## config.mk

```make
export PLATFORM = sky130hd
export DESIGN_NAME = bell_sequencer
export DESIGN_NICKNAME = d
export VERILOG_FILES = /design/src/rtl/bell_sequencer.sv
export SDC_FILE = /design/constraint.sdc
export NUM_CORES = 1
export LEC_CHECK = 0
export CAP_MARGIN = 10
export CORE_MARGIN = 3
export CORE_UTILIZATION = 36
export CTS_CLUSTER_SIZE = 24
export DETAILED_ROUTE_END_ITERATION = 10
export PLACE_DENSITY = 0.65
export SLEW_MARGIN = 15
export SYNTH_ARGS = -nofsm -noshare
export SYNTH_HDL_FRONTEND = slang
export SYNTH_SLANG_ARGS = --single-unit
```

## constraint.sdc

```tcl
create_clock -name clk_50M -period 5.9 [get_ports clk_50M]
set_input_delay 0.885 -clock clk_50M [delete_from_list [all_inputs] [get_ports clk_50M]]
set_output_delay 0.885 -clock clk_50M [all_outputs]
set_load 0.005 [all_outputs]
```

## src/rtl/bell_sequencer.sv

```systemverilog
// Buzzer sequencer: arbitrates the daily alarm against the hourly chime, generates
// the beep cadence and runs the snooze / stop / ring-timeout state machine.
`timescale 1ns/1ps
module bell_sequencer #(
    parameter int unsigned BEEP_CYCLES     = 12500000,
    parameter int unsigned CHIME_BEEPS     = 3,
    parameter int unsigned ALARM_TIMEOUT_S = 60,
    parameter int unsigned SNOOZE_S        = 300,
    parameter int unsigned MAX_SNOOZE      = 3
) (
    input  logic       clk_50M,
    input  logic       rst_n,
    input  logic       tick_1hz,
    input  logic [7:0] hour_time,
    input  logic [7:0] minute_time,
    input  logic [7:0] second_time,
    input  logic [7:0] alarm_hour_time,
    input  logic [7:0] alarm_minute_time,
    input  logic [7:0] alarm_second_time,
    input  logic       alarm_en,
    input  logic       chime_en,
    input  logic       snooze_btn,
    input  logic       stop_btn,
    output logic       bell_out,
    output logic       alarm_active,
    output logic       snoozing,
    output logic [1:0] snooze_count
);

    typedef enum logic [1:0] {
        IDLE   = 2'd0,
        CHIME  = 2'd1,
        ALARM  = 2'd2,
        SNOOZE = 2'd3
    } state_t;

    localparam logic [23:0] PHASE_LAST   = 24'(BEEP_CYCLES - 1);
    localparam logic [3:0]  CHIME_INIT   = 4'(CHIME_BEEPS);
    localparam logic [7:0]  TIMEOUT_INIT = 8'(ALARM_TIMEOUT_S);
    localparam logic [9:0]  SNOOZE_INIT  = 10'(SNOOZE_S);
    localparam logic [1:0]  SNOOZE_LIMIT = 2'(MAX_SNOOZE);

    state_t      state;
    logic [23:0] phase_cnt;
    logic [3:0]  beep_cnt;
    logic [7:0]  timeout_cnt;
    logic [9:0]  snooze_cnt;

    logic alarm_hit;
    logic chime_hit;
    logic phase_wrap;
    logic alarm_quit;

    assign alarm_hit  = tick_1hz & alarm_en
                      & (hour_time   == alarm_hour_time)
                      & (minute_time == alarm_minute_time)
                      & (second_time == alarm_second_time);
    assign chime_hit  = tick_1hz & chime_en
                      & (minute_time == 8'd0)
                      & (second_time == 8'd0);
    assign phase_wrap = (phase_cnt == PHASE_LAST);

    // A snooze press with no snoozes left is treated exactly like stop.
    assign alarm_quit = stop_btn | ~alarm_en
                      | (snooze_btn & (snooze_count == SNOOZE_LIMIT));

    always_ff @(posedge clk_50M or negedge rst_n) begin
        if (!rst_n) begin
            state        <= IDLE;
            bell_out     <= 1'b0;
            alarm_active <= 1'b0;
            snoozing     <= 1'b0;
            snooze_count <= 2'd0;
            phase_cnt    <= 24'd0;
            beep_cnt     <= 4'd0;
            timeout_cnt  <= 8'd0;
            snooze_cnt   <= 10'd0;
        end else begin
            case (state)
                IDLE: begin
                    bell_out     <= 1'b0;
                    alarm_active <= 1'b0;
                    snoozing     <= 1'b0;
                    phase_cnt    <= 24'd0;
                    if (alarm_hit) begin
                        state        <= ALARM;
                        alarm_active <= 1'b1;
                        bell_out     <= 1'b1;
                        snooze_count <= 2'd0;
                        timeout_cnt  <= TIMEOUT_INIT;
                    end else if (chime_hit) begin
                        state    <= CHIME;
                        bell_out <= 1'b1;
                        beep_cnt <= CHIME_INIT;
                    end
                end

                CHIME: begin
                    if (stop_btn) begin
                        state     <= IDLE;
                        bell_out  <= 1'b0;
                        phase_cnt <= 24'd0;
                        beep_cnt  <= 4'd0;
                    end else if (alarm_hit) begin
                        state        <= ALARM;
                        alarm_active <= 1'b1;
                        bell_out     <= 1'b1;
                        phase_cnt    <= 24'd0;
                        beep_cnt     <= 4'd0;
                        snooze_count <= 2'd0;
                        timeout_cnt  <= TIMEOUT_INIT;
                    end else if (phase_wrap) begin
                        phase_cnt <= 24'd0;
                        // beep_cnt counts on-periods still owed; it drops as each off-period ends.
                        if (!bell_out && (beep_cnt <= 4'd1)) begin
                            state    <= IDLE;
                            bell_out <= 1'b0;
                            beep_cnt <= 4'd0;
                        end else begin
                            bell_out <= ~bell_out;
                            if (!bell_out) begin
                                beep_cnt <= beep_cnt - 4'd1;
                            end
                        end
                    end else begin
                        phase_cnt <= phase_cnt + 24'd1;
                    end
                end

                ALARM: begin
                    if (alarm_quit) begin
                        state        <= IDLE;
                        alarm_active <= 1'b0;
                        bell_out     <= 1'b0;
                        phase_cnt    <= 24'd0;
                        snooze_count <= 2'd0;
                        timeout_cnt  <= 8'd0;
                    end else if (snooze_btn) begin
                        state        <= SNOOZE;
                        alarm_active <= 1'b0;
                        snoozing     <= 1'b1;
                        bell_out     <= 1'b0;
                        phase_cnt    <= 24'd0;
                        snooze_count <= snooze_count + 2'd1;
                        snooze_cnt   <= SNOOZE_INIT;
                    end else if (tick_1hz && (timeout_cnt <= 8'd1)) begin
                        state        <= IDLE;
                        alarm_active <= 1'b0;
                        bell_out     <= 1'b0;
                        phase_cnt    <= 24'd0;
                        snooze_count <= 2'd0;
                        timeout_cnt  <= 8'd0;
                    end else begin
                        if (tick_1hz) begin
                            timeout_cnt <= timeout_cnt - 8'd1;
                        end
                        if (phase_wrap) begin
                            phase_cnt <= 24'd0;
                            bell_out  <= ~bell_out;
                        end else begin
                            phase_cnt <= phase_cnt + 24'd1;
                        end
                    end
                end

                SNOOZE: begin
                    bell_out  <= 1'b0;
                    phase_cnt <= 24'd0;
                    if (stop_btn || !alarm_en) begin
                        state        <= IDLE;
                        snoozing     <= 1'b0;
                        snooze_count <= 2'd0;
                        snooze_cnt   <= 10'd0;
                    end else if (tick_1hz && (snooze_cnt <= 10'd1)) begin
                        // Snooze expiry resumes ringing with a fresh cadence and a full timeout.
                        state        <= ALARM;
                        snoozing     <= 1'b0;
                        alarm_active <= 1'b1;
                        bell_out     <= 1'b1;
                        snooze_cnt   <= 10'd0;
                        timeout_cnt  <= TIMEOUT_INIT;
                    end else if (tick_1hz) begin
                        snooze_cnt <= snooze_cnt - 10'd1;
                    end
                end

                default: begin
                    state        <= IDLE;
                    bell_out     <= 1'b0;
                    alarm_active <= 1'b0;
                    snoozing     <= 1'b0;
                end
            endcase
        end
    end

endmodule

```

==> reports/qor_table.md, run 1 <==
| Parameter | Reported | Unit |
| --- | --- | --- |
| Total number of vias | 2,999 | - |
| GRT overflow | 0 | - |
| TritonCTS clock tree | done | - |
| Cell area after synthesis | 0.00340 | mm2 |
| Insertion delay to the later sink of the worst-skew pair | 0.31 | ns |
| Post-DP HPWL | 5970 | um |
| Remaining antenna violation count | 0 | - |
| Part of the power in combinational logic | 13.2 | % |
| First-pass GRT wire length | 13,400 | um |
| Drt total wl | 7750 | um |
| Weighted congestion reported at the end of routability-driven placement | 0.884 | - |
| Endpoint, Worst Hold | snooze_count[0] | - |
| Path type of the worst min-delay path | reg2reg | - |
| RSZ-0062 raised after global routing | no | - |
| Post-Syn Area per Cell | 8.87 | um2 |
| Cell Pwr Density | 171 | mW/mm2 |
| Die Span X | 103 | um |
| Core region area | 0.00893 | mm2 |
| Tightest Pin Transition | 0.843 | ns |
| Status | finished, final reports clean | - |
| Setup Fix Bufs, Post-CTS | 0 | - |
| Footprint of the multi-input gates | 0.00196 | mm2 |
| Number of hold buffers added after CTS | 0 | - |
| Most used standard cells in the synthesized netlist | nor2_1, dfrtp_1, nand2_1 | - |
| Sequential Area | 0.00133 | mm2 |
| Effective utilization at floorplan | 38.0 | % |
| Area leader, netlist | dfrtp_1 | - |
| Syn Nets | 446 | - |
| Critical path endpoint category | flop | - |
| Destination of the worst register-to-register timing path | bell_out | - |
| Floorplan row count | 34 | - |
| Maximum number of pins on one net before global-route repair | 54 | - |
| Hold violation total from the final report | 0 | - |
| Worst path required time | 6.10 | ns |
| Die height | 103 | um |
| Maximum root-to-sink buffer count | 2 | - |
| Slew HR | 43.6 | % |
| DR pass1 iterations | 4 | - |
| Share of cells above drive strength 1 | 5.19 | % |
| P&R area growth vs syn | 23.6 | % |
| Register area share after synthesis | 39.1 | % |
| Flops & latches, synth | 53 | - |
| Hold Path Origin | snooze_count[0] | - |
| Sequential cell fraction of total power | 51.9 | % |
| Count of unique library cells instantiated by Yosys | 59 | - |
| R2R Setup Slk | 3.26 | ns |
| Leading cell type by number of instances after synthesis | nor2_1 | - |
| Total Power Consumption | 719 | uW |
| H-tree depth | 2 | - |
| Path type of the worst setup path | in2reg | - |
| Max-Cap Viols | 0 | - |
| Antenna diode count | 0 | - |
| Critical Path AT | 3.50 | ns |
| Biggest area contributors in the synthesized netlist | dfrtp_1, xor2_1, nor2_1, xnor2_1, nand2_1 | - |
| Post-route cell area | 0.00420 | mm2 |
| Post-route setup TNS | 0 | ns |
| Post-Layout Cell Count | 551 | - |
| Wirelength per Cell | 14.1 | um |
| Post-synthesis instance total | 383 | - |
| Warnings from Yosys | 0 | - |
| Number of flops mapped to enable cells by yosys | 0 | - |
| Internal power component | 549 | uW |
| Reg2reg start | state[1] | - |
| Max Transition Viols Final | 0 | - |
| Number of global-route vias before repair | 3,015 | - |
| Pre-CTS worst setup slack | 2.27 | ns |
| Post-layout nets | 505 | - |
| Area of placed instances | 0.00408 | mm2 |
| Number of inserted filler cells in the final layout | 862 | - |
| Total leakage power | 1.64 | nW |
| Cell depth of the worst min-delay path | 1 | - |
| VDD IR max | 0.0938 | mV |
| Area enclosed by the die boundary | 0.0106 | mm2 |
| Placed insts | 543 | - |
| Sink count of the clock tree | 53 | - |
| Clock transition time at the flip-flop clock pins of the worst setup and hold paths | 0.10 | ns |
| Final WS setup | 2.60 | ns |
| Most used flip-flop cell after synthesis | dfrtp_1 | - |
| Overall global routing resource usage | 15.6 | % |
| Critical path startpoint category | input pin | - |
| Final clock period utilization by the worst path | 55.9 | % |
| Endpoints failing setup | 0 | - |
| Switching Share | 23.6 | % |
| # DRC | 0 | - |
| Drt first-iter violations | 106 | - |
| Part of the total power dissipated in the clock network | 35.0 | % |
| Top-level I/O count | 60 | - |
| Max FO, Critical Path | 14 | - |
| Root buffer selected by CTS | clkbuf_8 | - |
| Fmax | 303 | MHz |
| Number of buffer cells added on primary ports | 59 | - |
| Post-synthesis async set-or-reset flop share | 100 | % |
| Number of buffers created by CTS | 5 | - |
| Cts repair resizes | 0 | - |
| Area share of the largest cell type after synthesis | 39.1 | % |
| Shortest period the worst path allows | 3.30 | ns |
| Routed via count divided by cell count | 5.44 | - |
| Clk_skew | 0.00914 | ns |
| Startpoint of the most critical setup path | tick_1hz | - |
| Psw | 169 | uW |
| Antenna violations before repair | 0 | - |
| Number of cell instances on the worst register-to-register path | 6 | - |
[cell usage in the layout, fill, tap and decap left out, types with 3 or more instances in the layout]
| master | instances |
|---|---|
| xor2_1 | 25 |
| nand3_1 | 18 |
| inv_1 | 17 |
| o22a_1 | 4 |
| nor2_1 | 58 |
| and3_1 | 5 |
| o21ai_0 | 14 |
| o211ai_1 | 5 |
| a31oi_1 | 3 |
| nand2_1 | 31 |
| or3_1 | 3 |
| o21bai_1 | 3 |
| a21oi_1 | 10 |
| or4_1 | 5 |
| and2_1 | 3 |
| nand4_1 | 8 |
| o2bb2ai_1 | 3 |
| clkdlybuf4s50_1 | 58 |
| xnor2_1 | 22 |
| o221ai_1 | 5 |
| nor2b_1 | 6 |
| nor4_1 | 7 |
| clkbuf_8 | 5 |
| ha_1 | 8 |
| o21a_1 | 6 |
| dfrtp_1 | 53 |
| nor3_1 | 12 |
| nand2b_1 | 4 |
[cell type report]
class	count	area share, %
repair buffers	60	14.1
multi-input cells	305	46.8
inverters	17	1.52
well taps	108	3.22
clock buffers	5	1.64
flip-flops and latches	53	31.6
clock inverters	3	1.10
[logic make-up (layout without fill, tap and decap cells)]
family	count (synthesis)	after routing	share of synthesized area [%]
and+or+nand+nor	177	177	27.2
AOI/OAI and AO/OA	72	72	15.3
DFF	53	53	39.1
xor gates and xnor gates	47	47	12.1
buffers and inverters	25	85	3.09
adders and majority gates	8	8	2.95
muxes	1	1	0.332
[flip-flops by register name, summed over array words and instances (netlist names)]
signal / count
phase_cnt: 24
snooze_cnt: 10
timeout_cnt: 8
beep_cnt: 4
snooze_count: 2
state: 2
alarm_active: 1
bell_out: 1
snoozing: 1
[routing by layer]
layer / routed length, um / global-route usage [%]
met1: 3540 / 19.7
met2: 3740 / 26.8
met3: 407 / 3.04
met4: 70 / 4.98
met5: 0 / 0
[critical path, cell delays in order]
cell and delay (ns):
clkdlybuf4s50_1 0.72, nand3_1 0.12, or4_4 0.45, nor2_1 0.67, o21a_1 0.29, mux2_2 0.35
[worst max-delay path by stage]
stage                                 to
final                     timeout_cnt[1]
after global routing      timeout_cnt[1]
after CTS                 timeout_cnt[1]
after detailed placement  timeout_cnt[1]
after global placement          state[0]
after floorplan                 state[0]
[stage by stage]
| step | utilization, % | hold slack (ns) |
|---|---|---|
| floorplan | - | 0.452 |
| global placement | 45.7 | 0.484 |
| detailed placement | 45.7 | 0.493 |
| CTS | 47.0 | 0.508 |
| global route | 47.0 | 0.541 |
| finish | 47.0 | 0.505 |
[power groups by stage]
stage | clock (mW) | combinational (mW) | sequential [mW]
final | 0.251 | 0.0945 | 0.373
after detailed placement | 0 | 0.0962 | 0.380
after floorplan | 0 | 0.0394 | 0.379
after global routing | 0.275 | 0.105 | 0.374
after global placement | 0 | 0.0951 | 0.380
after CTS | 0.261 | 0.0964 | 0.373
(Power assumes the default switching activity.)
==> inputs of run 2 (changes only) <==
==> constraint.sdc (replaced) <==
create_clock -name clk_50M -period 3.1 [get_ports clk_50M]
set_input_delay 0.465 -clock clk_50M [delete_from_list [all_inputs] [get_ports clk_50M]]
set_output_delay 0.465 -clock clk_50M [all_outputs]
set_load 0.005 [all_outputs]
==> run 2 against run 1 <==
  * Clock power rose by 120%
  * Largest power group unchanged
  * Non-clock buffer count rose by 9
  * Core utilization rose by 0.97 points
  * First-iteration DRC count rose by 150%
  * Routed wire length rose by 2.6%
  * Hold slack got worse by 0.47 ns
==> reports/qor_table.md, run 2 (same netlist as run 1, synthesis figures left out) <==
| Parameter | Reported | Unit |
| --- | --- | --- |
| Maximum number of pins on one net before global-route repair | 41 | - |
| Total number of vias | 3,024 | - |
| Drt total wl | 7960 | um |
| Post-route setup TNS | 0 | ns |
| P&R area growth vs syn | 26.2 | % |
| Critical path startpoint category | input pin | - |
| Maximum root-to-sink buffer count | 2 | - |
| Max FO, Critical Path | 25 | - |
| Post-layout nets | 514 | - |
| Total leakage power | 1.70 | nW |
| Sequential Area | 0.00133 | mm2 |
| Clk_skew | 0.00516 | ns |
| Cts repair resizes | 0 | - |
| Max Transition Viols Final | 0 | - |
| Floorplan row count | 34 | - |
| Post-DP HPWL | 6200 | um |
| DR pass1 iterations | 4 | - |
| Hold violation total from the final report | 0 | - |
| Root buffer selected by CTS | clkbuf_8 | - |
| Slew HR | 57.7 | % |
| Top library cells by usage in the layout, fill and taps aside | nor2_1, clkdlybuf4s50_1, dfrtp_1 | - |
| R2R Setup Slk | 0.72 | ns |
| Area enclosed by the die boundary | 0.0106 | mm2 |
| Clock transition time at the flip-flop clock pins of the worst setup and hold paths | 0.10 | ns |
| Antenna diode count | 0 | - |
| Register name with the most flops | phase_cnt | - |
| Share of cells above drive strength 1 | 7.08 | % |
| H-tree depth | 2 | - |
| # DRC | 0 | - |
| Path type of the worst min-delay path | in2async | - |
| VDD IR max | 0.188 | mV |
| Setup Fix Bufs, Post-CTS | 0 | - |
| Destination of the worst register-to-register timing path | snooze_cnt[4] | - |
| Remaining antenna violation count | 0 | - |
| Path type of the worst setup path | in2reg | - |
| Max-Cap Viols | 0 | - |
| Insertion delay to the later sink of the worst-skew pair | 0.30 | ns |
| Number of buffer cells added on primary ports | 59 | - |
| Tightest Pin Transition | 0.630 | ns |
| Effective utilization at floorplan | 38.0 | % |
| Reg2reg start | snooze_cnt[0] | - |
| Final clock period utilization by the worst path | 81.4 | % |
| Number of buffers created by CTS | 5 | - |
| Footprint of the multi-input gates | 0.00196 | mm2 |
| Antenna violations before repair | 0 | - |
| Routed via count divided by cell count | 5.40 | - |
| Number of global-route vias before repair | 3,069 | - |
| Critical path endpoint category | flop | - |
| Core region area | 0.00893 | mm2 |
| Overall global routing resource usage | 16.1 | % |
| Status | finished, final reports clean | - |
| First-pass GRT wire length | 13,900 | um |
| Total Power Consumption | 1.45 | mW |
| Number of inserted filler cells in the final layout | 874 | - |
| Critical Path AT | 2.77 | ns |
| Weighted congestion reported at the end of routability-driven placement | 0.813 | - |
| Drt first-iter violations | 261 | - |
| Fmax | 396 | MHz |
| Hold slack | 0.0379 | ns |
| RSZ-0062 raised after global routing | no | - |
| Number of hold buffers added after CTS | 0 | - |
| Endpoints failing setup | 0 | - |
| Wirelength per Cell | 14.2 | um |
| GRT overflow | 0 | - |
| TritonCTS clock tree | done | - |
| Cell Pwr Density | 339 | mW/mm2 |
| Registers with the most flip-flops | phase_cnt (24), snooze_cnt (10), timeout_cnt (8) | - |
| Sink count of the clock tree | 53 | - |
| Top-level I/O count | 60 | - |
| Number of cell instances on the worst register-to-register path | 8 | - |
| Die Span X | 103 | um |
| Shortest period the worst path allows | 2.52 | ns |
| Worst path required time | 3.35 | ns |
| Max FFs per register | 24 | - |
| Die height | 103 | um |
## run 2: cell types whose count changed in the layout (fill, tap and decap cells not counted), sizes merged
cell / change
buf: +9
bufinv: +1
clkinvlp: -1
## run 2: critical path, cell delays in order
cell	delay, ns
clkdlybuf4s50_1	0.48
xnor2_1	0.12
nand4_1	0.12
or4_4	0.57
o21bai_1	0.33
a211o_2	0.47
a31o_1	0.20
## run 2: per-layer routing
metal / share of wire [%] / global-route usage (%) / routed length [um] / up-vias
li1: - / - / - / 1512
met1: 46 / 21.3 / 3660 / 1408
met2: 47 / 26.9 / 3760 / 94
met3: 5.1 / 2.84 / 409 / 10
met4: 1.6 / 5.08 / 129 / 0
met5: 0 / 0 / 0 / -
## run 2: how the worst max path moves through the flow
stage | startpoint | endpoint | slack, ns | depth (start not counted)
after floorplan | alarm_hour_time[4] | state[0] | 0.96 | 6
after global placement | alarm_hour_time[0] | bell_out | 0.28 | 7
after detailed placement | alarm_hour_time[0] | bell_out | 0.24 | 7
after CTS | alarm_hour_time[0] | bell_out | 0.56 | 7
after global routing | alarm_hour_time[4] | phase_cnt[10] | 0.44 | 7
final | alarm_hour_time[0] | bell_out | 0.58 | 7
## run 2: report_power, final
group	total (mW)	switching (mW)	leakage, nW	internal (mW)
registers	0.710	0.00893	0.715	0.701
logic	0.184	0.0800	0.917	0.104
clock network	0.556	0.235	0.0681	0.321
## run 2: through the flow
step                util, %  setup WS (ns)  instance area [um2]  cells
finish                 48.0          0.576                 4280    560
global route           48.0          0.439                 4280    560
CTS                    48.0          0.557                 4280    560
detailed placement     46.5          0.236                 4150    552
global placement       46.5          0.278                 4150    552
floorplan                 -          0.955                 3400    383
## run 2: cell type report
type / count / share of cell area [%]
multi-input combinational: 305 / 45.9
clock buffer: 5 / 1.61
timing repair buffer: 69 / 15.4
tap: 108 / 3.15
clock inverter: 3 / 1.52
sequential: 53 / 31.0
inverter: 17 / 1.49
